==> src/rtl/speed_sequencer.sv <==
// Speed register and display driver for the car: offset-encoded speed (27 = stopped),
// tick-divided driver sampling, braking/saturation rules and pause blanking.
// Optional macro COAST_EN: idle ticks drift the speed one code toward 27.
`timescale 1ns/1ps
module speed_sequencer #(
    parameter int TICK_DIV   = 1000000,
    parameter int BRAKE_STEP = 2
) (
    input  logic       Clock,
    input  logic       Resetn,
    input  logic       Accelerate,
    input  logic       Brake,
    input  logic       GearReverse,
    input  logic       Pause,
    output logic [6:0] Speed,
    output logic       DisplayEnable,
    output logic       Direction,
    output logic       Moving
);

    localparam int CNT_W = (TICK_DIV > 2) ? $clog2(TICK_DIV) : 1;
    localparam logic [CNT_W-1:0] TICK_LAST = CNT_W'(TICK_DIV - 1);
    localparam logic [7:0] BRAKE_AMT  = 8'(BRAKE_STEP);
    localparam logic [6:0] SPEED_STOP = 7'd27;
    localparam logic [6:0] SPEED_MAX  = 7'd127;
    localparam logic [6:0] SPEED_MIN  = 7'd0;

    localparam logic [1:0] ST_STOPPED = 2'd0;
    localparam logic [1:0] ST_FORWARD = 2'd1;
    localparam logic [1:0] ST_REVERSE = 2'd2;
    localparam logic [1:0] ST_PAUSED  = 2'd3;

    // Sums are formed 8 bits wide so the 7-bit speed can never wrap past its limit.
    function automatic logic [6:0] sat_add(input logic [6:0] spd, input logic [7:0] amt,
                                           input logic [6:0] ceil_v);
        logic [7:0] sum_v;
        sum_v = {1'b0, spd} + amt;
        if (sum_v > {1'b0, ceil_v}) begin
            sat_add = ceil_v;
        end else begin
            sat_add = sum_v[6:0];
        end
    endfunction

    function automatic logic [6:0] sat_sub(input logic [6:0] spd, input logic [7:0] amt,
                                           input logic [6:0] floor_v);
        logic [7:0] lim_v;
        logic [7:0] diff_v;
        lim_v  = {1'b0, floor_v} + amt;
        diff_v = {1'b0, spd} - amt;
        if ({1'b0, spd} < lim_v) begin
            sat_sub = floor_v;
        end else begin
            sat_sub = diff_v[6:0];
        end
    endfunction

    logic [CNT_W-1:0] cnt_r;
    logic [CNT_W-1:0] cnt_nxt_s;
    logic [1:0]       state_r;
    logic [1:0]       state_nxt_s;
    logic [1:0]       ret_r;
    logic [1:0]       ret_nxt_s;
    logic [6:0]       speed_r;
    logic [6:0]       speed_nxt_s;
    logic [1:0]       upd_state_s;
    logic [6:0]       upd_speed_s;
    logic             tick_s;
    logic             den_r;
    logic             dir_r;
    logic             moving_r;
    logic             dir_nxt_s;

    assign tick_s = (cnt_r == TICK_LAST) && (state_r != ST_PAUSED);

    // Speed and state a tick would produce from the current driver inputs
    always_comb begin
        upd_speed_s = speed_r;
        upd_state_s = state_r;
        case (state_r)
            ST_STOPPED: begin
                if (Accelerate && !Brake) begin
                    if (GearReverse) begin
                        upd_speed_s = 7'd26;
                        upd_state_s = ST_REVERSE;
                    end else begin
                        upd_speed_s = 7'd28;
                        upd_state_s = ST_FORWARD;
                    end
                end else begin
                    upd_speed_s = speed_r;
                    upd_state_s = ST_STOPPED;
                end
            end
            ST_FORWARD: begin
                if (Brake) begin
                    upd_speed_s = sat_sub(speed_r, BRAKE_AMT, SPEED_STOP);
                end else if (Accelerate) begin
                    upd_speed_s = sat_add(speed_r, 8'd1, SPEED_MAX);
                end else begin
`ifdef COAST_EN
                    upd_speed_s = sat_sub(speed_r, 8'd1, SPEED_STOP);
`else
                    upd_speed_s = speed_r;
`endif
                end
                if (upd_speed_s == SPEED_STOP) begin
                    upd_state_s = ST_STOPPED;
                end else begin
                    upd_state_s = ST_FORWARD;
                end
            end
            ST_REVERSE: begin
                if (Brake) begin
                    upd_speed_s = sat_add(speed_r, BRAKE_AMT, SPEED_STOP);
                end else if (Accelerate) begin
                    upd_speed_s = sat_sub(speed_r, 8'd1, SPEED_MIN);
                end else begin
`ifdef COAST_EN
                    upd_speed_s = sat_add(speed_r, 8'd1, SPEED_STOP);
`else
                    upd_speed_s = speed_r;
`endif
                end
                if (upd_speed_s == SPEED_STOP) begin
                    upd_state_s = ST_STOPPED;
                end else begin
                    upd_state_s = ST_REVERSE;
                end
            end
            default: begin
                upd_speed_s = speed_r;
                upd_state_s = state_r;
            end
        endcase
    end

    // Pause has priority over any tick; the return register records where to resume
    always_comb begin
        state_nxt_s = state_r;
        ret_nxt_s   = ret_r;
        speed_nxt_s = speed_r;
        case (state_r)
            ST_PAUSED: begin
                if (Pause) begin
                    state_nxt_s = ST_PAUSED;
                end else begin
                    state_nxt_s = ret_r;
                end
            end
            ST_STOPPED, ST_FORWARD, ST_REVERSE: begin
                if (Pause) begin
                    state_nxt_s = ST_PAUSED;
                    ret_nxt_s   = state_r;
                end else if (tick_s) begin
                    state_nxt_s = upd_state_s;
                    speed_nxt_s = upd_speed_s;
                end else begin
                    state_nxt_s = state_r;
                end
            end
            default: begin
                state_nxt_s = ST_STOPPED;
                ret_nxt_s   = ST_STOPPED;
                speed_nxt_s = SPEED_STOP;
            end
        endcase
    end

    // Holding the counter at 0 through the exit edge gives a full interval before the next tick
    always_comb begin
        if ((state_nxt_s == ST_PAUSED) || (state_r == ST_PAUSED)) begin
            cnt_nxt_s = {CNT_W{1'b0}};
        end else if (tick_s) begin
            cnt_nxt_s = {CNT_W{1'b0}};
        end else begin
            cnt_nxt_s = cnt_r + {{(CNT_W-1){1'b0}}, 1'b1};
        end
    end

    // Reverse is shown while paused if that is where the car will resume
    always_comb begin
        if (state_nxt_s == ST_REVERSE) begin
            dir_nxt_s = 1'b1;
        end else if ((state_nxt_s == ST_PAUSED) && (ret_nxt_s == ST_REVERSE)) begin
            dir_nxt_s = 1'b1;
        end else begin
            dir_nxt_s = 1'b0;
        end
    end

    // Core state: FSM, return state, speed and tick counter
    always_ff @(posedge Clock or negedge Resetn) begin
        if (!Resetn) begin
            state_r <= ST_STOPPED;
            ret_r   <= ST_STOPPED;
            speed_r <= SPEED_STOP;
            cnt_r   <= {CNT_W{1'b0}};
        end else begin
            state_r <= state_nxt_s;
            ret_r   <= ret_nxt_s;
            speed_r <= speed_nxt_s;
            cnt_r   <= cnt_nxt_s;
        end
    end

    // Display-side status flags, registered from the next-state values
    always_ff @(posedge Clock or negedge Resetn) begin
        if (!Resetn) begin
            den_r    <= 1'b1;
            dir_r    <= 1'b0;
            moving_r <= 1'b0;
        end else begin
            den_r    <= (state_nxt_s != ST_PAUSED);
            dir_r    <= dir_nxt_s;
            moving_r <= (speed_nxt_s != SPEED_STOP);
        end
    end

    assign Speed         = speed_r;
    assign DisplayEnable = den_r;
    assign Direction     = dir_r;
    assign Moving        = moving_r;

endmodule

==> config.mk <==
export PLATFORM = sky130hd
export DESIGN_NAME = speed_sequencer
export DESIGN_NICKNAME = d
export VERILOG_FILES = /design/src/rtl/speed_sequencer.sv
export SDC_FILE = /design/constraint.sdc
export NUM_CORES = 1
export LEC_CHECK = 0
export ABC_AREA = 0
export BUFFER_PORTS_ARGS = -buffer_cell sky130_fd_sc_hd__buf_4
export CORE_ASPECT_RATIO = 0.75
export CORE_MARGIN = 2
export CORE_UTILIZATION = 55
export DETAILED_ROUTE_END_ITERATION = 12
export PLACE_DENSITY = 0.73
export SLEW_MARGIN = 5
export SYNTH_ARGS = -nofsm -noshare
export SYNTH_HDL_FRONTEND = slang
export SYNTH_SLANG_ARGS = --single-unit
==> constraint.sdc <==
create_clock -name Clock -period 4.55 [get_ports Clock]
set_clock_uncertainty 0.2 [all_clocks]
set_input_delay 0.455 -clock Clock [delete_from_list [all_inputs] [get_ports Clock]]
set_output_delay 0.455 -clock Clock [all_outputs]
set_load 0.01 [all_outputs]
# Word level (Yosys, flattened, before mapping)
# Index checks and enable logic that the tools add are counted.
# word_totals
register_bits	34
latch_bits	0
ramBits	0
mem_bits_ro	0
inputBits	6
out_inout_bits	10
elab_cells	66
n_memories	0
# classes
n_addsub	5
n_mul	0
div_mod_pow	0
n_lt_le_gt_ge	4
eq_ne	12
shifts	0
muxes	31
n_bitwise	0
n_reduce_logical	7
# op_table
op	count
7-bit two-way mux	14
20-bit two-way mux	2
7-bit one-hot mux with 3 select lines	1
20-bit by 1-bit adder with 20-bit output, second input constant	1
20-bit == test, second input constant	1
2-bit two-way mux	8
7-bit by 5-bit == test with 1-bit output, second input constant	2
2-bit == test, second input constant	5
7-bit by 1-bit adder with 8-bit output, second input constant	1
7-bit by 2-bit adder with 8-bit output, second input constant	1
8-bit by 5-bit greater-than comparator with 1-bit output, second input constant	1
8-bit by 7-bit greater-than comparator with 1-bit output, second input constant	1
7-bit by 1-bit < comparator with 1-bit output, second input constant	1
7-bit by 5-bit < comparator with 1-bit output, second input constant	1
7-bit by 5-bit inequality test with 1-bit output, second input constant	1
7-bit by 1-bit subtractor with 7-bit output, second input constant	1
7-bit by 2-bit subtractor with 7-bit output, second input constant	1
2-bit one-hot mux with 3 select lines	1
2-bit inequality test, second input constant	2
2-bit one-hot mux with 2 select lines	1
1-bit logical AND	3
1-bit two-way mux	3
3-bit two-way mux	1
3-bit OR reduction	1
other kinds (4)	4

# Longest topological paths before layout
# Gate-level depths: netlist (run 1).
# logic_depth
word_depth	16
mapped_depth	10

# Worst setup path after synthesis (run 1)
# Ideal clock, no wire load.
# synth_timing
path_type	flip-flop to flip-flop
start	register speed_r[1], in the netlist Speed[1]
end	register moving_r, in the netlist Moving
setup_time_ps	131
arrival_time_ps	2461
slack_ps	1758
stages_incl_launch_ff	11
n_path_buf	1
synth_period_minus_slack_ps	2792
path_cell_list	dfstp_2 > clkbuf_1 > inv_1 > ha_1 > and2_0 > nor3_1 > o32a_1 > o311ai_0 > a2bb2oi_1 > nor4b_2 > nand3_1
# synth_via
elab_chain_len	11
# synth_rtl
item	line_no	text
start: declaration	64	logic [6:0] speed_r;
start signal: assignment	202	speed_r <= speed_nxt_s;
7-bit by 1-bit adder with 8-bit output	37	sum_v = {1'b0, spd} + amt;
8-bit by 7-bit greater-than comparator with 1-bit output	38	if (sum_v > {1'b0, ceil_v}) begin
7-bit two-way mux	38	
7-bit two-way mux	98	end else if (Accelerate) begin
7-bit two-way mux	96	if (Brake) begin
7-bit two-way mux	80	case (state_r)
7-bit one-hot mux with 3 select lines (*)	80	
7-bit two-way mux (*)	155	end else if (tick_s) begin
7-bit two-way mux (*)	152	if (Pause) begin
7-bit two-way mux (*)	143	case (state_r)
named net speed_nxt_s[2]	65	logic [6:0] speed_nxt_s;
7-bit by 5-bit inequality test with 1-bit output (*)	216	moving_r <= (speed_nxt_s != SPEED_STOP);
end signal: assignment	216	
end: declaration	71	logic moving_r;
# The timed path passes the listed nets; every way through them passes the cells marked *. The select of a mux whose other input is x is not followed.

# Final worst setup path (run 1)
# Ends and elaborated chain as after synthesis.

==> flow_summary.ini, run 1 <==
[global_route]
grt_max_degree = 35
antenna_found_initial = 0
grt.total_usage_pct = 27.5
grt_overflow = 0
grt_first_pass_wirelength_um = 12000
grt_pass1_vias = 2426

[floorplan]
num_rows = 22
io_pins = 16
core_region_area_um2 = 4820
start_util_pct = 56.3
die_x_um = 85.1
die_area_um2 = 5510
die_height_um = 64.8

[logic_synthesis]
yosys.cell_types.count = 67
ys_ff_latch = 34
syn_area_per_cell_um2 = 8.16
synthArstFlopShare_pct = 100
ys_top_cells_by_area = dfrtp_1 (27%), nor2_1 (6.9%), dfstp_2 (4.8%)
synth.net_count = 346
synth_warnings = 0
yosys.area.top_type = dfrtp_1
synth_top_area_share_pct = 26.8
yosysSeqAreaShare_pct = 31.6
netlist_instances = 332
ys.flop_type = dfrtp_1
synth_edf_count = 0
synth_area_um2 = 2710

[power_and_ir_drop]
leakage_nw = 1.19
ir_worst_vdd_mv = 0.203
power_density_nw_per_um2 = 260

[layout]
layout_commonest_cell = nor2_1
layout.nets = 350
syn2layout_area_growth_pct = 8.08
fin_cells = 397
layout_common_cells = nor2_1 (50), dfrtp_1 (29), nand2_1 (23)
multiInputGateArea_um2 = 1740
drive_gt1_share_pct = 13.4
antenna_cells = 0
fillers = 435
regArea_um2 = 857

[setup_path]
r2r-end = Moving
r2r_cells = 8
r2r_setup_slack_ns = 1.35
arrival_ns = 3.23
crit_family = simple AND/OR/NAND/NOR gates
path_class = reg -> reg
cp_cell_sequence = ha_1, and3_1, mux2i_1, nand4_1, o311ai_0, a2bb2oi_1, nor4b_2, nand3_1
crit_path_end_kind = flop
critical_path.max_fanout = 15
cp_data_required_time_ns = 4.58
start_kind = flop
slowest_delay_ns = 0.72
crit_buf_inv = 0
cp_slowest_cell = dfstp_2
r2r-start = Speed[1]

[clock_network]
clkTransAtPathRegs_ns = 0.07
numCtsBuffers = 5
clockBufferDepth = 2
insertion_delay_ns = 0.29
cts_tree = built
post_cts_resized = 0
htreeDepth = 2
clkSinkCount = 34
cts_root_buffer = clkbuf_8

[min_path]
min-delay-start = cnt_r[0]
hold_depth = 1
holdPathEnd = cnt_r[0]
min_path_type = reg -> reg

[drt]
ant_nets = 0
drt_iter0_drc = 212
vias = 2588
drc = 0
vias_per_cell = 6.52
finalWirelength_um = 7060
first_pass_iters = 4
post_drt_wl_per_cell_um = 17.8

[timing]
hold_viol = 0
relSlewSlack_pct = 49.9
finalSetupTns_ns = 0
worst_slew_pin_slew_ns = 0.751
maxSlewViolCount = 0
post-route-period-util_pct = 70.3
setup_viol = 0
clock.fmax_mhz = 313
rsz0062_at_grt = false
min_period_ns = 3.20

[place]
placed_cells = 388
hpwl_um = 5150
gp_congestion = 0.988
io_buffers = 15

[status]
status = finished, final reports clean

[job]
max-cap-violations = 0
-- stage by stage --
| step | area, µm² | worst slack (ns) | hold slack, ns | util (%) | power [mW] |
|---|---|---|---|---|---|
| 6_report | 2930 | 1.35 | 0.295 | 60.8 | 0.761 |
| 5_1_grt | 2930 | 1.16 | 0.327 | 60.8 | 0.806 |
| 4_1_cts | 2930 | 1.42 | 0.299 | 60.8 | 0.765 |
| 3_5_place_dp | 2820 | 1.43 | 0.225 | 58.6 | 0.531 |
| 3_3_place_gp | 2820 | 1.54 | 0.225 | 58.6 | 0.530 |
| 2_1_floorplan | 2710 | 1.76 | -0.0406 | - | 0.469 |
-- what timing repair did --
| action | 4_1_cts | 5_1_grt |
|---|---|---|
| hold buffers | 1 | 0 |
| setup buffers | 0 | 0 |
| endpoints found under the hold margin | 29 | 0 |
-- routing by layer --
| layer | vias up | global-route usage (%) | wire length (µm) |
|---|---|---|---|
| li1 | 1231 | - | - |
| met1 | 1237 | 43.2 | 3480 |
| met2 | 108 | 36.5 | 2790 |
| met3 | 12 | 8.03 | 727 |
| met4 | 0 | 6.15 | 71 |
| met5 | - | 0 | 0 |
-- logic make-up after synthesis --
kind of cell    synth area share (%)
buf+inv                         4.11
xor+xnor                        5.82
mux                             1.89
compound gates                  20.5
simple gates                    32.4
flops                           31.6
fa+ha+maj                       3.69
-- flip-flops by register name, indices dropped and copies added (netlist names) --
name	count
Moving	1
DisplayEnable	1
cnt_r	20
ret_r	2
Direction	1
Speed	7
state_r	2
-- where the power goes --
part           internal [mW]  switching [mW]
combinational         0.0614           0.105
clock                  0.122           0.110
sequential             0.332          0.0322
total                  0.515           0.247
-- worst max path at each step --
stage                     endpoint  cells past startpoint  slack (ns)      from
after CTS                   Moving                      8        1.42  Speed[1]
after detailed placement    Moving                      8        1.43  Speed[1]
after global routing        Moving                      8        1.16  Speed[2]
final                       Moving                      8        1.35  Speed[1]
after floorplan             Moving                     10        1.76  Speed[1]
after global placement      Moving                      8        1.54  Speed[1]
-- cells in the mapped netlist (4+ instances only) --
cell type	n
a21o_1	5
a21oi_1	18
a31oi_1	4
and3_1	8
and3_2	4
clkbuf_1	16
dfrtp_1	29
dfstp_2	5
ha_1	8
inv_1	9
mux2i_1	4
nand2_1	23
nand2b_1	5
nand3_1	16
nand4_1	9
nor2_1	50
nor2b_1	4
nor3_1	6
o2111ai_1	4
o21ai_0	13
o31ai_1	4
or2_2	4
or3_1	4
xnor2_1	14
xor2_1	4
-- cell type report --
cell class,count,area share [%]
clock buffers,6,2.82
clock inverters,2,0.427
inverters,10,1.28
multi-input cells,269,59.5
flip-flops and latches,34,29.3
well taps,60,2.56
repair buffers,16,4.19
Power figures use the tool's default switching activity.
==> run 2: changes to the inputs <==
clock period = 3.22 ns   (was 4.55 ns; I/O delays follow)
==> run 2 against run 1 <==
Effect of this change:
- sequential cell count is the same
- critical path type unchanged
- combinational power is 45% higher
- critical path depth up 1
- utilization increased by 1.2 points
- non-clock buffer count increased by 7
==> flow_summary.ini, run 2 (synthesized netlist as in run 1, its figures left out) <==
[floorplan]
die_area_um2 = 5510
die_height_um = 64.8
core_region_area_um2 = 4820
start_util_pct = 56.3
num_rows = 22
io_pins = 16
die_x_um = 85.1

[power_and_ir_drop]
ir_worst_vdd_mv = 0.414
power_density_nw_per_um2 = 362
leakage_nw = 1.22

[setup_path]
crit_path_end_kind = flop
critical_path.max_fanout = 15
r2r_setup_slack_ns = 0.16
r2r-end = Direction
cp_cell_sequence = inv_1, ha_1, and2_0, nor3_1, o21ai_0, a32oi_1, nor2_1, a21oi_1, a21boi_0
path_class = reg -> reg
cp.depth = 9
r2r_cells = 9
arrival_ns = 3.05
cp_data_required_time_ns = 3.22
start_kind = flop
r2r-start = Speed[1]
crit_family = compound AO/OA/AOI/OAI gates
slowest_delay_ns = 0.69
cp_slowest_cell = dfstp_2
crit_buf_inv = 1

[global_route]
antenna_found_initial = 0
grt_pass1_vias = 2251
grt.total_usage_pct = 26.7
grt_first_pass_wirelength_um = 11500
grt_overflow = 0
grt_max_degree = 35

[layout]
regMostFlops = cnt_r
layout_common_cells = nor2_1 (50), dfrtp_1 (29), nand2_1 (23)
layout_commonest_cell = nor2_1
final_area_um2 = 2990
layout.nets = 357
antenna_cells = 0
fin_cells = 404
drive_gt1_share_pct = 15.4
syn2layout_area_growth_pct = 10.2
largest_reg_flops = 20

[timing]
min_period_ns = 3.06
worst_slew_pin_slew_ns = 0.610
maxSlewViolCount = 0
finalSetupTns_ns = 0
hold_viol = 0
relSlewSlack_pct = 59.3
setup_slack_ns = 0.163
clock.fmax_mhz = 327
setup_viol = 0
post-route-period-util_pct = 94.9

[min_path]
hold_depth = 3
holdPathEnd = state_r[1]
min_path_type = in -> reg
min-delay-start = Pause

[drt]
finalWirelength_um = 7090
drc = 0
vias_per_cell = 6.46
ant_nets = 0
post_drt_wl_per_cell_um = 17.6
drt_iter0_drc = 299
vias = 2608
first_pass_iters = 5

[clock_network]
post_cts_buffers = 0
htreeDepth = 2
numCtsBuffers = 5
clockBufferDepth = 2
insertion_delay_ns = 0.28
clkSinkCount = 34
cts_root_buffer = clkbuf_8
clkTransAtPathRegs_ns = 0.07
cts_tree = built

[status]
status = finished, final reports clean

[job]
max-cap-violations = 0

[place]
hpwl_um = 5210
pre_cts_ws_ns = 0.222
io_buffers = 15
gp_congestion = 0.990
post_dp_cell_area_um2 = 2880
placed_cells = 395
## run 2: changes by cell type in the layout (fill, tap and decap cells not counted)
cell     delta
o31ai_2     +1
buf_4       +7
o31ai_1     -1
## run 2: metal layers
layer	vias up	global-route usage, %	share of wire (%)
met1	1202	41.8	48
met2	147	34.5	38
li1	1245	-	-
met4	0	6.75	1.4
met3	14	8.92	12
met5	-	0	0
## run 2: worst register-to-register path, delay by kind of cell (launching register included)
family | cells | cell delay (ns)
AO/OA/AOI/OAI | 4 | 0.95
adder cells (fa/ha/maj) | 1 | 0.24
buffers and inverters | 1 | 0.21
flip-flops | 1 | 0.69
AND/OR/NAND/NOR | 3 | 0.68
## run 2: per-stage QoR
step / utilization [%] / power (mW) / hold WS [ns]
finish: 62.0 / 1.08 / 0.198
global route: 62.0 / 1.14 / 0.223
detailed placement: 59.7 / 0.752 / 0.0930
floorplan: - / 0.663 / -0.174
CTS: 61.9 / 1.08 / 0.187
global placement: 59.7 / 0.749 / 0.0902
## run 2: layout make-up
cell class	count	area, µm²
Timing Repair Buffer	23	175
Inverter	10	37.5
Multi-Input combinational cell	269	1750
Clock buffer	6	82.6
Clock inverter	2	12.5
Tap cell	60	75.1
Sequential cell	34	857
Fill cell	422	1830
## run 2: report_power, final
group / switching, mW / internal, mW / total (mW)
clock: 0.156 / 0.172 / 0.328
combinational: 0.150 / 0.0909 / 0.241
sequential: 0.0423 / 0.468 / 0.511
total: 0.349 / 0.731 / 1.08
## run 2: worst max path at each step
stage	to	from	slack, ns
6_report	Direction	Speed[1]	0.16
5_1_grt	Direction	Speed[1]	-0.006
4_1_cts	Direction	Speed[1]	0.21
3_5_place_dp	Direction	Speed[1]	0.22
3_3_place_gp	Moving	Speed[1]	0.38
2_1_floorplan	Moving	Speed[1]	0.43
## run 2: repair_timing
action,4_1_cts,5_1_grt
hold endpoints to repair,29,0
resized for setup,0,1
setup endpoints to repair,0,1
hold buffers,1,0
==> run 3: changes to the inputs <==
SETUP_SLACK_MARGIN = 0.5   (was not set)
==> run 3 against run 2 <==
Effect of this change:
- power is 1.6% higher
- wire length rose by 16%
- cell count increased by 7.9%
- clock-buffer cell count increased by 1
==> flow_summary.ini, run 3 (synthesized netlist as in run 1, its figures left out) <==
[layout]
fillers = 366
syn2layout_area_growth_pct = 26.5
fin_util_pct = 71.1
regMostFlops = cnt_r
largest_reg_flops = 20
layout_commonest_cell = buf_4
antenna_cells = 0
multiInputGateArea_um2 = 1920
final_area_um2 = 3430
layout.nets = 389
layout_common_cells = buf_4 (51), nor2_1 (48), dfrtp_1 (25)
regArea_um2 = 870
drive_gt1_share_pct = 30.9

[setup_path]
arrival_ns = 2.69
start_kind = flop
cp_data_required_time_ns = 3.19
critical_path.max_fanout = 6
crit_path_end_kind = flop
path_class = reg -> reg

[timing]
holdWs_ns = 0.179
hold_viol = 0
finalSetupTns_ns = 0
min_period_ns = 2.72
worst_slew_pin_slew_ns = 0.622
clock.fmax_mhz = 368
relSlewSlack_pct = 58.4
rsz0062_at_grt = true
post-route-period-util_pct = 84.4
setup_viol = 0
maxSlewViolCount = 0

[clock_network]
cts_tree = built
clkTransAtPathRegs_ns = 0.08
insertion_delay_ns = 0.29
clkSinkCount = 34
cts_root_buffer = clkbuf_8
numCtsBuffers = 5
clockBufferDepth = 2
htreeDepth = 2

[floorplan]
core_region_area_um2 = 4820
die_height_um = 64.8
die_area_um2 = 5510
io_pins = 16
die_x_um = 85.1
start_util_pct = 56.3
num_rows = 22

[drt]
drt_iter0_drc = 341
ant_nets = 0
first_pass_iters = 5
drc = 0
post_drt_wl_per_cell_um = 18.9
finalWirelength_um = 8230
vias_per_cell = 6.58
vias = 2867

[place]
hpwl_um = 5550
post_dp_cell_area_um2 = 2880
io_buffers = 15
gp_congestion = 1.01

[global_route]
busiest_layer = met1
grt_pass1_vias = 2368
grt_use_met1_pct = 45.8
grt_overflow = 0
antenna_found_initial = 0
grt_first_pass_wirelength_um = 12600
grt.total_usage_pct = 29.1
gr-usage-met3_pct = 10.3
grt_max_degree = 35
grt_util_met2_pct = 38.2

[power_and_ir_drop]
power_density_nw_per_um2 = 320
ir_worst_vdd_mv = 0.433
totalPowerFinal_mw = 1.10
leakage_nw = 1.42

[min_path]
min_path_type = in -> reg

[status]
status = finished, final reports clean

[job]
max-cap-violations = 0
-- run 3: changes by cell type in the layout (fill, tap and decap cells not counted), moves of 3 or more --
cell	previous run	this run
buf_4	22	51
dfrtp_1	29	25
dfrtp_2	0	4
a21oi_1	18	15
a21oi_2	0	3
ha_1	8	5
-- run 3: path summary, 6_finish.rpt --
path | startpoint | endpoint | slack [ns] | cells after the start
max | Speed[1] | Moving | 0.50 | 9
min reg2reg | cnt_r[0] | cnt_r[0] | 0.30 | 1
min in group asynchronous | Resetn | Speed[2] | 0.30 | 2
min | Pause | state_r[1] | 0.18 | 3
max in group asynchronous | Resetn | DisplayEnable | 2.16 | 2
max reg2reg | Speed[1] | Moving | 0.50 | 9
-- run 3: critical path: stages, from the launching register on --
cell and delay (ns):
dfstp_2 0.63, buf_6 0.14, ha_4 0.13, nand4_1 0.18, o21ai_2 0.21, a31oi_2 0.13, or3_1 0.40, a21o_1 0.20
nor4b_2 0.27, nand3_1 0.11
-- run 3: metrics by stage --
step           worst slack (ns)  instances
2_1_floorplan             0.549        332
3_3_place_gp              0.417        396
3_5_place_dp              0.442        396
4_1_cts                   0.496        409
5_1_grt                   0.388        436
6_report                  0.503        436
-- run 3: power by group --
part	switching, mW	leakage, nW	internal [mW]
clock	0.156	0.0482	0.172
sequential	0.0449	0.423	0.468
combinational	0.156	0.949	0.0992
total	0.357	1.42	0.740
-- run 3: per-layer routing --
metal	up-vias	share of wire [%]
met1	1384	46
met4	0	1.2
li1	1306	-
met5	-	0
met2	159	41
met3	18	12
-- run 3: final cells by class --
cell class / instances / area share, %
clock buffer: 7 / 2.52
clock inverter: 1 / 0.146
multi-input combinational: 269 / 55.9
inverter: 10 / 1.17
sequential: 34 / 25.4
tap: 60 / 2.19
timing repair buffer: 55 / 12.7
-- run 3: what timing repair did --
item	CTS	global route
gates resized for setup	9	41
hold buffers	1	0
setup endpoints to repair	3	7
setup buffers	4	27
pin swaps	3	20
cloned	0	0
endpoints found under the hold margin	29	0
